File: config.mk
export PLATFORM = sky130hd
export DESIGN_NAME = icap_reboot_sequencer_flat
export DESIGN_NICKNAME = d
export VERILOG_FILES = /design/src/rtl/icap_reboot_sequencer_if.sv /design/src/rtl/icap_reboot_sequencer.sv /design/src/flat_wrapper.sv
export SDC_FILE = /design/constraint.sdc
export NUM_CORES = 1
export LEC_CHECK = 0
export ABC_AREA = 1
export BUFFER_PORTS_ARGS = -buffer_cell sky130_fd_sc_hd__clkbuf_2
export CORE_MARGIN = 5
export CORE_UTILIZATION = 45
export CTS_CLUSTER_DIAMETER = 120
export DETAILED_ROUTE_END_ITERATION = 12
export GPL_ROUTABILITY_DRIVEN = 0
export PLACE_DENSITY = 0.67
export SYNTH_ARGS = -nofsm -noshare
export SYNTH_HDL_FRONTEND = slang
export SYNTH_SLANG_ARGS = --single-unit
File: constraint.sdc
create_clock -name clk -period 3 [get_ports clk]
set_input_delay 0.3 -clock clk [delete_from_list [all_inputs] [get_ports clk]]
set_output_delay 0.3 -clock clk [all_outputs]
set_load 0.03 [all_outputs]
File: src/rtl/icap_reboot_sequencer_if.sv
// ICAPE2 write-side bus: chip select, read/write strobe and data word.
// The sequencer drives it through the master modport. An ICAP primitive
// wrapper, or a bench, observes it through the slave modport.
interface icap_reboot_sequencer_if;
  logic        icapCsB;
  logic        icapRdWrB;
  logic [31:0] icapData;

  modport master (output icapCsB, output icapRdWrB, output icapData);
  modport slave  (input  icapCsB, input  icapRdWrB, input  icapData);
endinterface

File: src/rtl/icap_reboot_sequencer.sv
// icap_reboot_sequencer: issues the ICAPE2 IPROG (warm boot) command sequence.
//
// A reboot request latches the WBSTAR address. The block then waits
// HOLDOFF_CYCLES and writes eight command words, one per clock. After that it
// parks in DONE until reset.
//
// All ICAP outputs are registered. BITSWAP=1 reverses the bits within each
// byte, which is the ICAPE2 bit-ordering convention.
//
// Optional build macro ICAP_REBOOT_ABORT_EN: when it is defined, abortReq
// cancels a pending reboot while the block is in the holdoff wait. Without the
// macro, abortReq is ignored.
module icap_reboot_sequencer #(
  parameter int unsigned HOLDOFF_CYCLES = 16,
  parameter bit          BITSWAP        = 1'b1
) (
  input  logic        clk,
  input  logic        resetN,
  input  logic        rebootReq,
  input  logic [31:0] rebootAddress,
  input  logic        abortReq,
  output logic        busy,
  output logic        done,
  icap_reboot_sequencer_if.master icap
);

  localparam int unsigned CNT_W = (HOLDOFF_CYCLES == 0) ? 1 : $clog2(HOLDOFF_CYCLES + 1);

  typedef enum logic [1:0] {IDLE, HOLD, SEQ, DONE} state_t;

  state_t             state, state_n;
  logic [CNT_W-1:0]   cnt, cnt_n;
  logic [2:0]         idx, idx_n;
  logic [31:0]        addr, addr_n;
  logic               busy_q, busy_n;
  logic               done_q, done_n;
  logic               csb_q, csb_n;
  logic               rdwrb_q, rdwrb_n;
  logic [31:0]        data_q, data_n;
  logic               abort;

`ifdef ICAP_REBOOT_ABORT_EN
  assign abort = abortReq;
`else
  logic unused_abort;
  assign abort        = 1'b0;
  assign unused_abort = abortReq;
`endif

  // IPROG command stream; word 4 carries the latched WBSTAR address
  function automatic logic [31:0] cmd_word(input logic [2:0] i, input logic [31:0] a);
    case (i)
      3'd0:    cmd_word = 32'hFFFF_FFFF;
      3'd1:    cmd_word = 32'hAA99_5566;
      3'd2:    cmd_word = 32'h2000_0000;
      3'd3:    cmd_word = 32'h3002_0001;
      3'd4:    cmd_word = a;
      3'd5:    cmd_word = 32'h3000_8001;
      3'd6:    cmd_word = 32'h0000_000F;
      default: cmd_word = 32'h2000_0000;
    endcase
  endfunction

  // Optional per-byte bit reversal applied to every word before it is registered
  function automatic logic [31:0] bus_word(input logic [31:0] w);
    logic [31:0] r;
    r = w;
    if (BITSWAP) begin
      for (int unsigned b = 0; b < 4; b++) begin
        for (int unsigned i = 0; i < 8; i++) begin
          r[8*b + i] = w[8*b + 7 - i];
        end
      end
    end
    return r;
  endfunction

  // State, counters, latched address and registered outputs
  always_ff @(posedge clk or negedge resetN) begin
    if (!resetN) begin
      state   <= IDLE;
      cnt     <= '0;
      idx     <= '0;
      addr    <= '0;
      busy_q  <= 1'b0;
      done_q  <= 1'b0;
      csb_q   <= 1'b1;
      rdwrb_q <= 1'b1;
      data_q  <= '1;
    end else begin
      state   <= state_n;
      cnt     <= cnt_n;
      idx     <= idx_n;
      addr    <= addr_n;
      busy_q  <= busy_n;
      done_q  <= done_n;
      csb_q   <= csb_n;
      rdwrb_q <= rdwrb_n;
      data_q  <= data_n;
    end
  end

  // Next state and next output values; the outputs are computed one cycle
  // ahead so that each word appears registered in its own cycle
  always_comb begin
    state_n = state;
    cnt_n   = cnt;
    idx_n   = idx;
    addr_n  = addr;
    busy_n  = busy_q;
    done_n  = done_q;
    csb_n   = csb_q;
    rdwrb_n = rdwrb_q;
    data_n  = data_q;
    case (state)
      IDLE: begin
        if (rebootReq) begin
          state_n = HOLD;
          addr_n  = rebootAddress;
          cnt_n   = CNT_W'(HOLDOFF_CYCLES);
          busy_n  = 1'b1;
          rdwrb_n = 1'b0;
        end
      end
      HOLD: begin
        if (abort) begin
          state_n = IDLE;
          busy_n  = 1'b0;
          rdwrb_n = 1'b1;
        end else if (cnt == '0) begin
          state_n = SEQ;
          idx_n   = '0;
          csb_n   = 1'b0;
          data_n  = bus_word(cmd_word(3'd0, addr));
        end else begin
          cnt_n = cnt - CNT_W'(1);
        end
      end
      SEQ: begin
        if (idx == 3'd7) begin
          state_n = DONE;
          done_n  = 1'b1;
          csb_n   = 1'b1;
          rdwrb_n = 1'b1;
          data_n  = bus_word('1);
        end else begin
          idx_n  = idx + 3'd1;
          data_n = bus_word(cmd_word(idx + 3'd1, addr));
        end
      end
      DONE: begin
      end
      default: state_n = IDLE;
    endcase
  end

  assign busy           = busy_q;
  assign done           = done_q;
  assign icap.icapCsB   = csb_q;
  assign icap.icapRdWrB = rdwrb_q;
  assign icap.icapData  = data_q;

endmodule
File: src/flat_wrapper.sv
// flat-port wrapper written by rule: the top's interface ports become plain ports
module icap_reboot_sequencer_flat 
#(
  parameter int unsigned HOLDOFF_CYCLES = 16,
  parameter bit          BITSWAP        = 1'b1
)
  (clk, resetN, rebootReq, rebootAddress, abortReq, busy, done, icap_icapCsB, icap_icapRdWrB, icap_icapData);
  icap_reboot_sequencer_if icap_i ();
  input  logic clk;
  input  logic resetN;
  input  logic rebootReq;
  input  logic [31:0] rebootAddress;
  input  logic abortReq;
  output logic busy;
  output logic done;
  output wire logic [$bits(icap_i.icapCsB)-1:0] icap_icapCsB;
  output wire logic [$bits(icap_i.icapRdWrB)-1:0] icap_icapRdWrB;
  output wire logic [$bits(icap_i.icapData)-1:0] icap_icapData;
  assign icap_icapCsB = icap_i.icapCsB;
  assign icap_icapRdWrB = icap_i.icapRdWrB;
  assign icap_icapData = icap_i.icapData;
  icap_reboot_sequencer #(.HOLDOFF_CYCLES(HOLDOFF_CYCLES), .BITSWAP(BITSWAP)) u_core (.clk(clk), .resetN(resetN), .rebootReq(rebootReq), .rebootAddress(rebootAddress), .abortReq(abortReq), .busy(busy), .done(done), .icap(icap_i));
endmodule
==> results.md, run 1 <==
- Before antenna repair, the detailed router went through 6 iterations.
- The post-route minimum period is 2.20 ns.
- In the final layout, the share of cells above drive strength 1 is 34.4%.
- The aggregate negative setup slack is 0 ns.
- The peak ir drop on the vdd network is 467 µV.
- The cell area after synthesis is 3780 µm².
- Dividing total power by cell area gives a power density of 1210 nW/µm².
- For this run, the top clock speed supported by timing is 0.454 GHz.
- Setup violations remaining at the end of the flow were counted as 0.
- The final HPWL from detailed placement is 5.56 mm.
- The synthesis-to-finish area growth is 16.8%.
- The count of pins over their slew limit is 0.
- Hold timing on the final database bottoms out at a slack of 0.0828 ns.
- The initial utilization of the core area, before any placement, comes to 46.0%.
- After clock tree synthesis, the clock-pin slew on the worst setup and hold paths is 0.08 ns.
- The total inserted antenna cells is 0.
- The synthesized design contains 78 register bits.
- The leakage power of the design is 2.17 nW.
- The worst-case register-to-register setup slack is 0.80 ns.
- In this run the worst path has a maximum fanout of 11.
- The total track usage is 16.3%.
- The finished cells cover 4420 µm².
- Walking the worst path, the cells encountered are ha_1, ha_1, inv_1, o21ai_1, buf_4, inv_1, nor2_2, nand2_1, nand2_1, nand2_1.
- The row count is 33.
- The slack of the critical path is 0.796 ns.
- The worst hold path belongs to the class in -> async.
- In this run, CTS created clock tree buffers numbering 9.
- The synthesized instance count is 408.
- The data required time at the worst endpoint is 3.28 ns.
- The kind of end point of the critical path is a register.
- In this run the mean area of a mapped cell was 9.27 µm².
- The placed cell area is 4180 µm².
- The flow ran to the end, and the final reports show no timing, DRC or antenna violations.
- The worst setup path is launched from a register.
- The region available for standard cell placement spans 8220 µm².
- The largest stage delay on the critical path is 0.43 ns.
- After detailed routing, the number of vias per cell comes to 4.89.
- Broken down by cell family, the worst path's largest delay share belongs to adder cells.
- Entering global routing, the biggest net connects 79 pins.
- The TritonCTS clock tree is yes.
- The endpoint identified for the worst register-to-register timing path is u_core.icap.icapData[1]$_DFFE_PN1P_.
- The filler cells instantiated in the layout total 786.
- Dividing the detail-routed wire length by the instance count gives 13.6 µm.
- In this run the tightest slew margin relative to its limit is 35.3%.
- The most repeated library cell on the critical path is nand2_1.
- The number of failing hold endpoints at the final stage was 0.
- In the layout the commonest cells are 165 x nand2_1, 69 x clkbuf_2, 44 x dfrtp_1.
- Before CTS, the worst setup slack after placement is 0.826 ns.
- For the worst setup path, the data arrival time is 2.48 ns.
- The synthesized netlist contains 29 unique library cells.
- The largest individual stage delay along the critical path comes from the cell dfrtp_1.
- The source of the worst register-to-register timing path is u_core.idx[0]$_DFFE_PN0P_.
- The height of the chip is 102 µm.
- The floorplan step defined a die boundary enclosing 10300 µm².
- The via count of the first global-routing pass is 2755.
- At the pin with the least slew margin, the transition time is 0.971 ns.
- The sum of overflow across all layers after global routing is 0.
- The count of nets left with antenna violations once routing finished came out at 0.
- The critical path is of the reg -> reg type.
- The cell chosen for the clock root is clkbuf_8.
- Measured in cells, the most critical reg-to-reg path has a length of 10.
- The final layout contains routed wiring with a total length of 7.98 mm.
- The number of setup buffers added after CTS is 0.
- The number of remaining DRC errors is 0.
- The count of instances resized after the clock tree is built is 0.
- The final layout net count is 523.
- Setup repair after global routing left no endpoint under its margin.
- The worst-skew pair later-pin latency is 0.35 ns.
- The final period utilization is 73.5%.
- The total of buffers placed on input and output ports is 70.
- Leaving out fill and tap cells, the most frequent cell in the layout is nand2_1.
- The yosys synthesis warning count is 0.
- When the netlist entered floorplanning its net count stood at 456.
- The critical path contains buffers and inverters numbering 3 combined.
- The quantity of hold-fixing buffers added after cts is 0.
- The number of primary I/O pins is 72.
- The H-tree was split into 3 levels.
- Measured along the x axis, the die boundary spans 102 µm.
- The max-capacitance violation count is 0.
- The number of antenna violations at the first check in global routing came to 0.
- The initial DRC count is 135.
- Summing the sequential cell areas from Yosys gives 52.7% of the chip area.
- The vias after detailed routing is 2862.
- Clock skew on the completed layout was measured at 0.00914 ns.
- Clock tree synthesis found a total of 78 sinks.
- No sink is reached through more buffers than the 2 on the longest clock path.
- The first global-routing pass estimated 13.4 mm of wire.
==> stage by stage <==
stage / instances / power, W / utilization [%]
3_5_place_dp: 569 / 0.00446 / 50.8
3_3_place_gp: 569 / 0.00438 / 50.8
5_1_grt: 585 / 0.00579 / 53.7
4_1_cts: 585 / 0.00542 / 53.7
2_1_floorplan: 408 / 0.00391 / -
6_report: 585 / 0.00536 / 53.7
==> final cells by class <==
class | count | area (µm²) | share of cell area [%]
Multi-Input combinational cell | 287 | 1560 | 35.4
Timing Repair Buffer | 74 | 395 | 8.95
Sequential cell | 78 | 1990 | 45.2
Clock inverter | 5 | 106 | 2.41
Clock buffer | 11 | 131 | 2.98
Inverter | 25 | 95.1 | 2.15
Tap cell | 105 | 131 | 2.98
==> layer usage <==
layer | wire length (µm) | share of wire (%) | track usage, % | vias to the layer above
met5 | 0 | 0 | 0 | -
met4 | 116 | 1.5 | 6.34 | 0
met3 | 480 | 6.0 | 3.44 | 11
met2 | 3530 | 44 | 24.6 | 72
met1 | 3850 | 48 | 23.1 | 1336
li1 | - | - | - | 1443
==> Yosys cell counts (all sizes together) <==
cell type | number | area share [%]
nand2 | 168 | 17
dfrtp | 44 | 29
dfstp | 34 | 24
mux2 | 28 | 8.3
inv | 24 | 2.4
o21ai | 21 | 3.2
nand3 | 18 | 2.5
buf | 16 | 3.2
nand4 | 16 | 2.8
nor2 | 15 | 2.0
ha | 12 | 4.0
a21oi | 7 | 1.0
clkbuf | 2 | 0.20
clkinv | 1 | 0.13
nand3b | 1 | 0.20
xor2 | 1 | 0.23
==> worst max path at each step <==
stage	start	endpoint	slack [ns]	depth (start not counted)
2_1_floorplan	u_core.idx[0]$_DFFE_PN0P_	u_core.icap.icapData[21]$_DFFE_PN1P_	1.34	10
3_5_place_dp	u_core.idx[0]$_DFFE_PN0P_	u_core.icap.icapData[28]$_DFFE_PN1P_	0.83	10
6_report	u_core.idx[0]$_DFFE_PN0P_	u_core.icap.icapData[1]$_DFFE_PN1P_	0.80	10
5_1_grt	u_core.idx[0]$_DFFE_PN0P_	u_core.icap.icapData[28]$_DFFE_PN1P_	0.56	10
4_1_cts	u_core.idx[0]$_DFFE_PN0P_	u_core.icap.icapData[1]$_DFFE_PN1P_	0.81	10
3_3_place_gp	u_core.idx[0]$_DFFE_PN0P_	u_core.icap.icapData[1]$_DFFE_PN1P_	0.88	10
==> where the power goes <==
group	switching, W	leakage (nW)	internal (W)
clock	0.000388	0.114	0.000557
combinational	0.00159	1.18	0.000837
sequential	0.000279	0.881	0.00170
total	0.00226	2.17	0.00310
==> cells by family (layout without fill, tap and decap cells) <==
group           count (synthesis)  after routing  synth area share (%)
simple gates                  218            218                  24.6
flops                          78             78                  52.7
buf+inv                        43            115                  5.96
compound gates                 28             28                  4.20
mux                            28             28                  8.34
fa+ha+maj                      12             12                  3.97
xor+xnor                        1              1                 0.232
==> sequential cells by signal, summed over array words and instances, names as in the netlist <==
name,count
u_core.addr,32
u_core.icap.icapCsB,1
u_core.busy,1
u_core.done,1
u_core.state,2
u_core.cnt,5
u_core.idx,3
u_core.icap.icapData,32
u_core.icap.icapRdWrB,1
No activity file was read; power rests on OpenSTA's default activity.
==> inputs of run 2 (changes only) <==
PLACE_DENSITY = 0.7   (was 0.67)
clock period = 2 ns   (was 3 ns; I/O delays follow)
==> results.md, run 2 (same netlist as run 1, synthesis figures left out) <==
- The aggregate negative setup slack is 0 ns (unchanged).
- The number of primary I/O pins came to 72 (unchanged).
- The synthesis-to-finish area growth is 17.9% (was 16.8%).
- The area of the core was 8220 µm² (unchanged).
- The setup slack after placement is 0.171 ns (was 0.826 ns).
- The maximum clock rate is 0.546 GHz (was 0.454 GHz).
- The row count is 33 (unchanged).
- The largest delay contributor family on the critical path is compound AO/OA/AOI/OAI gates (was adder cells).
- Result of the run: finished, final reports clean (unchanged).
- The type of the worst setup path is reg -> reg (unchanged).
- The worst-skew pair later-pin latency is 0.34 ns (was 0.35 ns).
- The kind of end point of the critical path is a register (unchanged).
- The number of antenna violations at the first check in global routing came to 0 (unchanged).
- The initial standard-cell utilization of the core is 46.0% (unchanged).
- The count of instances resized after the clock tree is built was 0 (unchanged).
- The fraction of layout instances using a drive strength above 1 is 35.2% (was 34.4%).
- The post-route minimum period is 1.83 ns (was 2.20 ns).
- The first-pass detailed-route iteration total is 4 (was 6).
- The remaining antenna violation count after routing was 0 (unchanged).
- The die outline width was 102 µm (unchanged).
- The area enclosed by the die boundary is 10300 µm² (unchanged).
- The number of sinks handled by clock tree synthesis came to 78 (unchanged).
- The final layout net count came to 531 (was 523).
- The total of buffers placed on input and output ports is 70 (unchanged).
- The clock-pin slew on the worst setup and hold paths was 0.08 ns (about the same).
- The power per standard cell area is 1760 nW/µm² (was 1210 nW/µm²).
- The maximum number of pins on one net before global-route repair is 48 (was 79).
- The cell with the largest stage delay on the worst path is o21ai_4 (was dfrtp_1).
- The post-detailed-routing wire length is 7.99 mm (was 7.98 mm).
- The actual slew at the worst max-slew pin is 0.879 ns (was 0.971 ns).
- The relative slew slack is 41.2% (was 35.3%).
- The largest clock skew in the final design is 0.0118 ns (was 0.00914 ns).
- The count of endpoints failing setup in the final report is 0 (unchanged).
- The cell chosen for the clock root is clkbuf_8 (unchanged).
- The number of vias per cell is 4.91 (was 4.89).
- The final HPWL from detailed placement is 5.76 mm (was 5.56 mm).
- The class of the tightest hold or removal check is in -> reg (was in -> async).
- The total clock buffers created by CTS was 9 (unchanged).
- The peak ir drop on the vdd network is 572 µV (was 467 µV).
- The total instance count after detailed placement is 576 (was 569).
- The sum of overflow across all layers after global routing is 0 (unchanged).
- The initial DRC count was 172 (was 135).
- Most used cells in the layout excluding fill and tap cells: 165 x nand2_1, 69 x clkbuf_2, 44 x dfrtp_1 (unchanged).
- The depth of the CTS H-tree is 3 (unchanged).
- The total buffers and inverters traversed by the critical path is 1 (was 3).
- The maximum fanout count along the critical path came to 32 (was 11).
- The final non-filler cell total is 593 (was 585).
- The first-pass GRT wire length is 13.8 mm (was 13.4 mm).
- The type of element launching the critical path is a register (unchanged).
- The largest stage delay on the critical path is 0.73 ns (was 0.43 ns).
- The average wire length per cell after detail routing came to 13.5 µm (was 13.6 µm).
- The post-route worst hold slack is 0.0851 ns (was 0.0828 ns).
- The arrival time reported for the critical path endpoint is 2.11 ns (was 2.48 ns).
- The number of remaining DRC errors is 0 (unchanged).
- RSZ-0062 raised after global routing: no (unchanged).
- The number of failing hold endpoints at the final stage came to 0 (unchanged).
- The max-capacitance violation count is 0 (unchanged).
- The vias after detailed routing came to 2909 (was 2862).
- Series of cell instances along the critical path: inv_1, ha_1, o21ai_4, nand2_1, nand2_1 (was ha_1, ha_1, inv_1, o21ai_1, buf_4, inv_1, nor2_2, nand2_1, nand2_1, nand2_1).
- The height of the chip came to 102 µm (unchanged).
- The worst-case clock buffer depth is 2 (unchanged).
- The TritonCTS clock tree is yes (unchanged).
- The count of buffers added by post-CTS timing repair for setup was 0 (unchanged).
- The total inserted antenna cells is 0 (unchanged).
- The count of pins over their slew limit was 0 (unchanged).
- The leakage power of the design is 2.21 nW (was 2.17 nW).
- The total track usage is 17.2% (was 16.3%).
- The slack of the critical path is 0.169 ns (was 0.796 ns).
- The via count of the first global-routing pass is 2875 (was 2755).
- The final period utilization is 91.5% (was 73.5%).
- The quantity of hold-fixing buffers added after cts came to 1 (was 0).
- The most common library cell in the layout ignoring fill and taps is nand2_1 (unchanged).
- The data required time at the worst endpoint is 2.28 ns (was 3.28 ns).
- The most repeated library cell on the critical path was nand2_1 (unchanged).
run 2: cell type report:
| cell class | count | area [µm²] |
|---|---|---|
| well taps | 105 | 131 |
| fillers | 762 | 3760 |
| inverters | 25 | 95.1 |
| flip-flops and latches | 78 | 1990 |
| multi-input cells | 287 | 1560 |
| clock inverters | 4 | 48.8 |
| clock buffers | 12 | 145 |
| repair buffers | 82 | 483 |
run 2: through the flow:
| stage | area (µm²) | util [%] | total power, W |
|---|---|---|---|
| floorplan | 3780 | - | 0.00587 |
| global placement | 4260 | 51.8 | 0.00662 |
| global route | 4460 | 54.3 | 0.00849 |
| detailed placement | 4260 | 51.8 | 0.00675 |
| CTS | 4460 | 54.3 | 0.00793 |
| finish | 4460 | 54.3 | 0.00784 |
run 2: path summary, 6_finish.rpt:
check	startpoint	endpoint	slack, ns	depth (start not counted)
hold reg to reg	u_core.icap.icapData[15]$_DFFE_PN1P_	u_core.icap.icapData[15]$_DFFE_PN1P_	0.46	2
setup / recovery	u_core.state[0]$_DFFE_PN0P_	u_core.icap.icapData[4]$_DFFE_PN1P_	0.17	5
setup reg to reg	u_core.state[0]$_DFFE_PN0P_	u_core.icap.icapData[4]$_DFFE_PN1P_	0.17	5
min in group asynchronous	resetN	u_core.cnt[2]$_DFFE_PN0P_	0.33	2
hold / removal	rebootAddress[25]	u_core.addr[25]$_DFFE_PN0P_	0.09	2
max in group asynchronous	resetN	u_core.icap.icapData[4]$_DFFE_PN1P_	1.02	3
run 2: per-layer routing:
layer  share of wire [%]  track usage [%]  vias up
li1                    -                -     1468
met1                  46             23.3     1373
met2                  48             27.4       59
met3                 5.1             3.65        9
met4                 1.5             5.83        0
met5                   0                0        -
run 2: power by group:
| part | switching [W] | internal (W) | total [W] |
|---|---|---|---|
| registers | 0.000407 | 0.00256 | 0.00296 |
| logic | 0.00241 | 0.00130 | 0.00371 |
| clock network | 0.000551 | 0.000610 | 0.00116 |
